**src/rtl/multicycle_control_fsm_if.sv**
```systemverilog
// Control bundle between the multi-cycle sequencer (master) and the MIPS datapath (slave).
interface multicycle_control_fsm_if;
  logic [5:0] opcode;
  logic       zero;
  logic       mem_ready;
  logic       pc_en;
  logic       iord;
  logic       mem_read;
  logic       mem_write;
  logic       ir_write;
  logic       mem_to_reg;
  logic [1:0] reg_dst;
  logic       reg_write;
  logic       alu_src_a;
  logic [1:0] alu_src_b;
  logic [1:0] alu_op;
  logic [1:0] pc_source;
  logic       sign_extend;
  logic       lui;
  logic [3:0] state;
  logic       instr_done;
  logic       bus_err;

  modport master (
    input  opcode, zero, mem_ready,
    output pc_en, iord, mem_read, mem_write, ir_write, mem_to_reg, reg_dst, reg_write,
           alu_src_a, alu_src_b, alu_op, pc_source, sign_extend, lui, state,
           instr_done, bus_err
  );

  modport slave (
    output opcode, zero, mem_ready,
    input  pc_en, iord, mem_read, mem_write, ir_write, mem_to_reg, reg_dst, reg_write,
           alu_src_a, alu_src_b, alu_op, pc_source, sign_extend, lui, state,
           instr_done, bus_err
  );
endinterface

```
**src/rtl/multicycle_control_fsm.sv**
```systemverilog
// Multi-cycle MIPS sequencer: one state per clock, memory states stall on mem_ready with timeout.
// ILLEGAL_OP_TRAP_EN: unknown opcodes lock into TRAP until reset; otherwise they retire as NOPs.
module multicycle_control_fsm #(
  parameter int MEM_WAIT_MAX = 8
) (
  input logic                      clk,
  input logic                      reset,
  multicycle_control_fsm_if.master bus
);

  localparam int CW = $clog2(MEM_WAIT_MAX + 1);

  localparam logic [5:0] OP_RTYPE = 6'b000000;
  localparam logic [5:0] OP_LW    = 6'b100011;
  localparam logic [5:0] OP_SW    = 6'b101011;
  localparam logic [5:0] OP_LUI   = 6'b001111;
  localparam logic [5:0] OP_XORI  = 6'b001110;
  localparam logic [5:0] OP_BEQ   = 6'b000100;
  localparam logic [5:0] OP_BNE   = 6'b000101;
  localparam logic [5:0] OP_J     = 6'b000010;
  localparam logic [5:0] OP_JAL   = 6'b000011;

  typedef enum logic [3:0] {
    S_IDLE     = 4'd0,
    S_FETCH    = 4'd1,
    S_DECODE   = 4'd2,
    S_MEM_ADDR = 4'd3,
    S_MEM_RD   = 4'd4,
    S_MEM_WB   = 4'd5,
    S_MEM_WR   = 4'd6,
    S_R_EXEC   = 4'd7,
    S_R_WB     = 4'd8,
    S_BRANCH   = 4'd9,
    S_JUMP     = 4'd10,
    S_I_EXEC   = 4'd11,
    S_I_WB     = 4'd12,
    S_TRAP     = 4'd13
  } state_e;

  state_e        state_q, state_d;
  logic [CW-1:0] wait_q, wait_d;
  logic [5:0]    op_q, op_d;
  logic          mem_state;
  logic          timeout;
  logic          op_known;
  state_e        illegal_next;

  assign mem_state = (state_q == S_FETCH) || (state_q == S_MEM_RD) || (state_q == S_MEM_WR);
  assign timeout   = mem_state && !bus.mem_ready && (wait_q == CW'(MEM_WAIT_MAX - 1));

  always_comb begin
    op_known = 1'b0;
    case (bus.opcode)
      OP_RTYPE, OP_LW, OP_SW, OP_LUI, OP_XORI, OP_BEQ, OP_BNE, OP_J, OP_JAL: op_known = 1'b1;
      default: op_known = 1'b0;
    endcase
  end

`ifdef ILLEGAL_OP_TRAP_EN
  assign illegal_next = S_TRAP;
`else
  assign illegal_next = S_FETCH;
`endif

  always_ff @(posedge clk or posedge reset) begin
    if (reset) begin
      state_q <= S_IDLE;
      wait_q  <= '0;
      op_q    <= '0;
    end else begin
      state_q <= state_d;
      wait_q  <= wait_d;
      op_q    <= op_d;
    end
  end

  // Leaving a memory state (or any non-memory state) zeroes the counter, so entry always starts at 0.
  always_comb begin
    state_d = state_q;
    op_d    = op_q;
    wait_d  = '0;
    if (mem_state && !bus.mem_ready && !timeout) begin
      wait_d = wait_q + 1'b1;
    end
    case (state_q)
      S_IDLE:   state_d = S_FETCH;
      S_FETCH: begin
        if (timeout)            state_d = S_IDLE;
        else if (bus.mem_ready) state_d = S_DECODE;
      end
      S_DECODE: begin
        op_d = bus.opcode;
        if (!op_known) begin
          state_d = illegal_next;
        end else begin
          case (bus.opcode)
            OP_LW, OP_SW:    state_d = S_MEM_ADDR;
            OP_LUI, OP_XORI: state_d = S_I_EXEC;
            OP_BEQ, OP_BNE:  state_d = S_BRANCH;
            OP_J, OP_JAL:    state_d = S_JUMP;
            default:         state_d = S_R_EXEC;
          endcase
        end
      end
      S_MEM_ADDR: state_d = (op_q == OP_SW) ? S_MEM_WR : S_MEM_RD;
      S_MEM_RD: begin
        if (timeout)            state_d = S_IDLE;
        else if (bus.mem_ready) state_d = S_MEM_WB;
      end
      S_MEM_WR: begin
        if (timeout)            state_d = S_IDLE;
        else if (bus.mem_ready) state_d = S_FETCH;
      end
      S_R_EXEC: state_d = S_R_WB;
      S_I_EXEC: state_d = S_I_WB;
      S_MEM_WB, S_R_WB, S_I_WB, S_BRANCH, S_JUMP: state_d = S_FETCH;
`ifdef ILLEGAL_OP_TRAP_EN
      S_TRAP:   state_d = S_TRAP;
`endif
      default:  state_d = S_IDLE;
    endcase
  end

  always_comb begin
    bus.pc_en       = 1'b0;
    bus.iord        = 1'b0;
    bus.mem_read    = 1'b0;
    bus.mem_write   = 1'b0;
    bus.ir_write    = 1'b0;
    bus.mem_to_reg  = 1'b0;
    bus.reg_dst     = 2'b00;
    bus.reg_write   = 1'b0;
    bus.alu_src_a   = 1'b0;
    bus.alu_src_b   = 2'b00;
    bus.alu_op      = 2'b00;
    bus.pc_source   = 2'b00;
    bus.sign_extend = 1'b0;
    bus.lui         = 1'b0;
    bus.instr_done  = 1'b0;
    bus.bus_err     = timeout;
    case (state_q)
      S_FETCH: begin
        bus.mem_read  = !timeout;
        bus.alu_src_b = 2'b01;
        bus.ir_write  = bus.mem_ready;
        bus.pc_en     = bus.mem_ready;
      end
      S_DECODE: begin
        bus.alu_src_b   = 2'b11;
        bus.sign_extend = 1'b1;
`ifndef ILLEGAL_OP_TRAP_EN
        bus.instr_done  = !op_known;
`endif
      end
      S_MEM_ADDR: begin
        bus.alu_src_a   = 1'b1;
        bus.alu_src_b   = 2'b10;
        bus.sign_extend = 1'b1;
      end
      S_MEM_RD: begin
        bus.iord     = 1'b1;
        bus.mem_read = !timeout;
      end
      S_MEM_WB: begin
        bus.mem_to_reg = 1'b1;
        bus.reg_write  = 1'b1;
        bus.instr_done = 1'b1;
      end
      S_MEM_WR: begin
        bus.iord       = 1'b1;
        bus.mem_write  = !timeout;
        bus.instr_done = bus.mem_ready;
      end
      S_R_EXEC: begin
        bus.alu_src_a = 1'b1;
        bus.alu_op    = 2'b10;
      end
      S_R_WB: begin
        bus.reg_dst    = 2'b01;
        bus.reg_write  = 1'b1;
        bus.instr_done = 1'b1;
      end
      S_I_EXEC: begin
        bus.alu_src_a = 1'b1;
        bus.alu_src_b = 2'b10;
        bus.lui       = (op_q == OP_LUI);
        bus.alu_op    = (op_q == OP_XORI) ? 2'b11 : 2'b00;
      end
      S_I_WB: begin
        bus.reg_write  = 1'b1;
        bus.instr_done = 1'b1;
      end
      S_BRANCH: begin
        bus.alu_src_a  = 1'b1;
        bus.alu_op     = 2'b01;
        bus.pc_source  = 2'b01;
        bus.pc_en      = (op_q == OP_BEQ) ? bus.zero : !bus.zero;
        bus.instr_done = 1'b1;
      end
      S_JUMP: begin
        bus.pc_source  = 2'b10;
        bus.pc_en      = 1'b1;
        bus.instr_done = 1'b1;
        if (op_q == OP_JAL) begin
          bus.reg_dst   = 2'b10;
          bus.reg_write = 1'b1;
        end
      end
      default: ;
    endcase
  end

  assign bus.state = state_q;

endmodule

```
**src/flat_wrapper.sv**
```systemverilog
// flat-port wrapper written by rule: the top's interface ports become plain ports
module multicycle_control_fsm_flat 
#(
  parameter int MEM_WAIT_MAX = 8
)
  (clk, reset, bus_opcode, bus_zero, bus_mem_ready, bus_pc_en, bus_iord, bus_mem_read, bus_mem_write, bus_ir_write, bus_mem_to_reg, bus_reg_dst, bus_reg_write, bus_alu_src_a, bus_alu_src_b, bus_alu_op, bus_pc_source, bus_sign_extend, bus_lui, bus_state, bus_instr_done, bus_bus_err);
  multicycle_control_fsm_if bus_i ();
  input logic clk;
  input logic reset;
  input wire logic [$bits(bus_i.opcode)-1:0] bus_opcode;
  input wire logic [$bits(bus_i.zero)-1:0] bus_zero;
  input wire logic [$bits(bus_i.mem_ready)-1:0] bus_mem_ready;
  output wire logic [$bits(bus_i.pc_en)-1:0] bus_pc_en;
  output wire logic [$bits(bus_i.iord)-1:0] bus_iord;
  output wire logic [$bits(bus_i.mem_read)-1:0] bus_mem_read;
  output wire logic [$bits(bus_i.mem_write)-1:0] bus_mem_write;
  output wire logic [$bits(bus_i.ir_write)-1:0] bus_ir_write;
  output wire logic [$bits(bus_i.mem_to_reg)-1:0] bus_mem_to_reg;
  output wire logic [$bits(bus_i.reg_dst)-1:0] bus_reg_dst;
  output wire logic [$bits(bus_i.reg_write)-1:0] bus_reg_write;
  output wire logic [$bits(bus_i.alu_src_a)-1:0] bus_alu_src_a;
  output wire logic [$bits(bus_i.alu_src_b)-1:0] bus_alu_src_b;
  output wire logic [$bits(bus_i.alu_op)-1:0] bus_alu_op;
  output wire logic [$bits(bus_i.pc_source)-1:0] bus_pc_source;
  output wire logic [$bits(bus_i.sign_extend)-1:0] bus_sign_extend;
  output wire logic [$bits(bus_i.lui)-1:0] bus_lui;
  output wire logic [$bits(bus_i.state)-1:0] bus_state;
  output wire logic [$bits(bus_i.instr_done)-1:0] bus_instr_done;
  output wire logic [$bits(bus_i.bus_err)-1:0] bus_bus_err;
  assign bus_i.opcode = bus_opcode;
  assign bus_i.zero = bus_zero;
  assign bus_i.mem_ready = bus_mem_ready;
  assign bus_pc_en = bus_i.pc_en;
  assign bus_iord = bus_i.iord;
  assign bus_mem_read = bus_i.mem_read;
  assign bus_mem_write = bus_i.mem_write;
  assign bus_ir_write = bus_i.ir_write;
  assign bus_mem_to_reg = bus_i.mem_to_reg;
  assign bus_reg_dst = bus_i.reg_dst;
  assign bus_reg_write = bus_i.reg_write;
  assign bus_alu_src_a = bus_i.alu_src_a;
  assign bus_alu_src_b = bus_i.alu_src_b;
  assign bus_alu_op = bus_i.alu_op;
  assign bus_pc_source = bus_i.pc_source;
  assign bus_sign_extend = bus_i.sign_extend;
  assign bus_lui = bus_i.lui;
  assign bus_state = bus_i.state;
  assign bus_instr_done = bus_i.instr_done;
  assign bus_bus_err = bus_i.bus_err;
  multicycle_control_fsm #(.MEM_WAIT_MAX(MEM_WAIT_MAX)) u_core (.clk(clk), .reset(reset), .bus(bus_i));
endmodule
```
**config.mk**
```make
export PLATFORM = sky130hd
export DESIGN_NAME = multicycle_control_fsm_flat
export DESIGN_NICKNAME = d
export VERILOG_FILES = /design/src/rtl/multicycle_control_fsm_if.sv /design/src/rtl/multicycle_control_fsm.sv /design/src/flat_wrapper.sv
export SDC_FILE = /design/constraint.sdc
export NUM_CORES = 1
export LEC_CHECK = 0
export CAP_MARGIN = 20
export CORE_MARGIN = 2
export CORE_UTILIZATION = 25
export CTS_CLUSTER_DIAMETER = 30
export DETAILED_ROUTE_END_ITERATION = 8
export RECOVER_POWER = 25
export SLEW_MARGIN = 30
export SYNTH_ARGS = -nofsm -noshare
export SYNTH_HDL_FRONTEND = slang
export SYNTH_SLANG_ARGS = --single-unit
```
**constraint.sdc**
```tcl
create_clock -name clk -period 4.05 [get_ports clk]
set_input_delay 0.81 -clock clk [delete_from_list [all_inputs] [get_ports clk]]
set_output_delay 0.81 -clock clk [all_outputs]
set_load 0.02 [all_outputs]
```
Word level (Yosys, flattened, before mapping)
Index checks and enable logic that the tools add are counted.
Cells by class
  add/subtract/negate cells: 1
  $mul: 0
  divide/modulo/power cells: 0
  $lt $le $gt $ge: 0
  eq/ne operators: 29
  shift operators: 0
  multiplexer cells: 31
  bitwise logic cells: 0
  reductions and logical operators: 25
Operators by type and width (count)
  2-to-1 mux 4 bit: 8
  case mux 4 bit (8 select lines): 1
  equality test 6 x 4 -> 1 bit, second input constant: 4
  equality test 4 x 3 -> 1 bit, second input constant: 5
  equality test 4 bit, second input constant: 5
  equality test 6 x 2 -> 1 bit, second input constant: 3
  equality test 6 x 3 -> 1 bit, second input constant: 3
  equality test 6 bit, second input constant: 3
  case mux 4 bit (4 select lines): 1
  OR reduction 2 bit: 8
  case mux 2 bit (3 select lines): 2
  2-to-1 mux 1 bit: 11
  != test 3 x 2 -> 1 bit, second input constant: 3
  OR reduction 9 bit: 1
  equality test 4 x 2 -> 1 bit, second input constant: 2
  case mux 2 bit (2 select lines): 2
  zero test 6 bit: 1
  2-to-1 mux 2 bit: 3
  case mux 1 bit (3 select lines): 2
  OR reduction 6 bit: 1
  OR reduction 5 bit: 1
  adder 4 x 1 -> 4 bit, second input constant: 1
  equality test 4 x 1 -> 1 bit, second input constant: 1
  zero test 1 bit: 4
  7 further kinds: 10
Word-level totals
  register bits: 14
  bits in latches: 0
  RAM bits: 0
  ROM bits: 0
  bits of input ports: 10
  output and inout bits: 24
  logic and storage cells: 89
  memories kept: 0

Longest topological paths before layout
  depth after elaboration: 8
  gate-level depth with buffers: 5
  mapped depth without buffers: 5

Worst setup path before layout
No wires, ideal clock.
  path kind: input -> output
  from: input port bus_opcode[2]
  to: output port bus_instr_done
  arrival: 1.904 ns
  path slack: 1.336 ns
  cell stages on the path: 5
  buffers on the path: 1
  cell sequence: clkbuf_1 -> and4b_1 -> a221o_1 -> a211oi_1 -> or3_1
On the way
  word-level cells in the longest chain between the ends: 5
Ends and longest elaborated chain
  from (decl): RTL line flat_wrapper.sv:10  | input wire logic [$bits(bus_i.opcode)-1:0] bus_opcode;
  equality test 6 bit, or another cell as far along: RTL line multicycle_control_fsm.sv:53  | case (bus.opcode)
  OR reduction 9 bit *: RTL line multicycle_control_fsm.sv:53
  2-to-1 mux 1 bit *: RTL line multicycle_control_fsm.sv:53
  zero test 1 bit *
  case mux 1 bit (3 select lines) *: RTL line multicycle_control_fsm.sv:141  | case (state_q)
  to (decl): RTL line flat_wrapper.sv:28  | output wire logic [$bits(bus_i.instr_done)-1:0] bus_instr_done;
Mark *: on every way between the ends. The rest lies on a longest branch, timed or not.

Final worst setup path
Same ends and word-level chain as after synthesis.

==> reports/results.ini <==
[worst_hold_path]
hp-class=reg2reg

[global_routing]
grt_overflow=0
antenna_found_initial=0
grt_pass1_wl_um=5670
grt_max_degree=19
grt_usage=0.139
grt_pass1_vias=1088

[timing]
drv_slew=0
fin_worst_skew_ns=0.00576
worst_pin_slew_ns=0.591
slew-limit-headroom=0.605
fmax_mhz=270
rsz0062_at_grt=false
fin_crit_sh=0.913
final_hold_viol_count=0
setup_tns_ns=0
setup_viol=0
finalWorstSetupSlack_ns=0.353
fin_crit_ns=3.70

[place]
io_buffers=33
place_area_um2=1510
dp_slack_ns=0.354
gp_congestion=0.746
hpwl_um=2470

[pwr]
power.leakage_nw=0.558
ir_drop_mv=0.182
power.total_mw=1.01
power.density_nw_per_um2=646

[routing]
viasPerCell=5.30
wl_um=3330
ant_nets=0
drc_errors=0
drt_iter0_markers=114
num_vias=1167
drt-pass1-iter-count=4
wire_per_inst_um=15.1

[worst_setup_path]
reg2reg_slack_ns=1.95
critPathRequiredTime_ns=3.24
rr_endpoint=u_core.op_q[5]$_DFFE_PP0P_
r2r-start=u_core.bus.state[1]$_DFFE_PP0P_
cp-startpoint=bus_opcode[2]
start_kind=input pin
worstPathMaxFanout=9
crit_path_end_kind=output port
cp-endpoint=bus_instr_done
crit_type=in2out
arrival_ns=2.89
worstRegToRegCells=3

[flow_run]
maxCapViolations=0

[yosys]
seq_area_frac_synth=0.308
synth_warnings=0
netlist_instances=140
synth_edf_count=0
synth_seq_cells=14
async_reset_ff_frac=1.00
syn_avg_cell_area_um2=8.12
synth_nets=151
synth.distinct_cells=44
netlist_area_um2=1140
synth_top_family_by_area=simple AND/OR/NAND/NOR gates
synthAdderAreaFrac=0.0110
synth_simple_gate_area_frac=0.361
dominantRegCellSynth=dfrtp_1
synth_xor_area_frac=0.0231
synth-compound-area-share=0.191
synth_mux_area_frac=0.0594

[layout]
syn_to_final_growth_pct=37.3
drive_gt1_frac=0.107
final_design_area_no_fill_um2=1560
antenna_cells=0
layout.nets=180

[run_status]
outcome=finished clean

[clock_network]
numClockSinks=14
clkTransAtPathRegs_ns=0.06
post-cts-setup-buffer-count=0
cts_buffer_depth=2
cts_tree=yes
ctsResizeCount=0
cts.htree.levels=1
clk_latency_ns=0.24
cts_buffers=3
cts_hold_buf=0
root_buffer=clkbuf_8

[floorplanning]
dieHeight_um=71.5
initial_utilization=0.261
io_pins=34
die_area_um2=5110
coreArea_um2=4350
fp.dieW_um=71.5
rows=24

==> cell usage in the layout, fill, tap and decap left out, drive strengths merged, types with 2 or more instances in the layout <==
cell | Yosys | routed
nor2b | 5 | 5
dfrtp | 14 | 14
nand3 | 2 | 2
xnor2 | 2 | 2
o32ai | 3 | 3
nand3b | 3 | 3
clkdlybuf4s50 | 0 | 32
inv | 3 | 3
a31oi | 3 | 3
a21oi | 7 | 7
o31a | 2 | 2
or4 | 3 | 3
clkbuf | 11 | 4
nor2 | 17 | 17
nand2b | 8 | 8
nor3 | 8 | 8
nand4 | 3 | 3
nand2 | 9 | 9
buf | 0 | 2
o21ai | 5 | 5
mux2 | 6 | 6
a211oi | 2 | 2
or3 | 3 | 3
==> cells in the mapped netlist (2+ instances only) <==
master / instances / area (um2)
a21oi_1: 7 / 35.0
a31oi_1: 3 / 18.8
clkbuf_1: 11 / 41.3
dfrtp_1: 14 / 350
inv_1: 3 / 11.3
mux2_2: 6 / 67.6
nand2_1: 9 / 33.8
nand2b_1: 8 / 50.1
nand3_1: 2 / 10.0
nand3b_1: 3 / 22.5
nand4_1: 3 / 18.8
nor2_1: 17 / 63.8
nor2b_1: 5 / 31.3
nor3_1: 8 / 40.0
o21ai_0: 5 / 25.0
o31a_1: 2 / 17.5
o32ai_1: 3 / 26.3
or3_1: 2 / 12.5
or4_1: 3 / 22.5
xnor2_1: 2 / 17.5
==> kinds of logic (layout without fill, tap and decap cells) <==
logic type,after synthesis,count (layout)
muxes,6,6
buffers and inverters,14,42
and+or+nand+nor,72,72
DFF,14,14
AOI/OAI and AO/OA,30,30
xor gates and xnor gates,3,3
adders and majority gates,1,1
==> through the flow <==
step	hold slack (ns)	instances	utilization
floorplan	0.430	140	-
global placement	0.450	216	0.346
detailed placement	0.453	216	0.346
CTS	0.465	220	0.359
global route	0.512	220	0.359
finish	0.457	220	0.359
==> final cells by class <==
cell class | count | area [um2]
flip-flops and latches | 14 | 350
clock buffers | 4 | 55.1
fillers | 457 | 2790
inverters | 3 | 11.3
well taps | 52 | 65.1
repair buffers | 35 | 345
multi-input cells | 112 | 734
==> sequential cells by signal, summed over array words and instances, names as in the netlist <==
register	flops
u_core.op_q	6
u_core.wait_q	4
u_core.bus.state	4
==> critical path, cell delays in order <==
cell	delay [ns]
clkdlybuf4s50_1	0.65
xnor2_1	0.14
a221o_1	0.38
a211oi_1	0.19
or3_1	0.13
clkdlybuf4s50_1	0.59
==> worst min path at each step <==
stage	from	to	slack, ns	cells past startpoint
floorplan	u_core.wait_q[0]$_DFF_PP0_	u_core.wait_q[0]$_DFF_PP0_	0.43	1
global placement	u_core.wait_q[0]$_DFF_PP0_	u_core.wait_q[0]$_DFF_PP0_	0.45	1
detailed placement	u_core.wait_q[0]$_DFF_PP0_	u_core.wait_q[0]$_DFF_PP0_	0.45	1
CTS	u_core.wait_q[0]$_DFF_PP0_	u_core.wait_q[0]$_DFF_PP0_	0.47	1
global route	u_core.wait_q[0]$_DFF_PP0_	u_core.wait_q[0]$_DFF_PP0_	0.51	1
finish	u_core.wait_q[0]$_DFF_PP0_	u_core.wait_q[0]$_DFF_PP0_	0.46	1
==> metal layers <==
layer	vias to the layer above	part of all wire	global-route usage
li1	580	-	-
met3	2	0.042	0.0239
met5	-	0	0
met1	560	0.49	0.210
met4	0	0.0039	0.0252
met2	25	0.47	0.208
==> where the power goes <==
part | total (mW) | internal (mW) | switching, mW
Clock | 0.134 | 0.0859 | 0.0482
Sequential | 0.300 | 0.191 | 0.109
Combinational | 0.574 | 0.280 | 0.295
(Power assumes the default switching activity.)
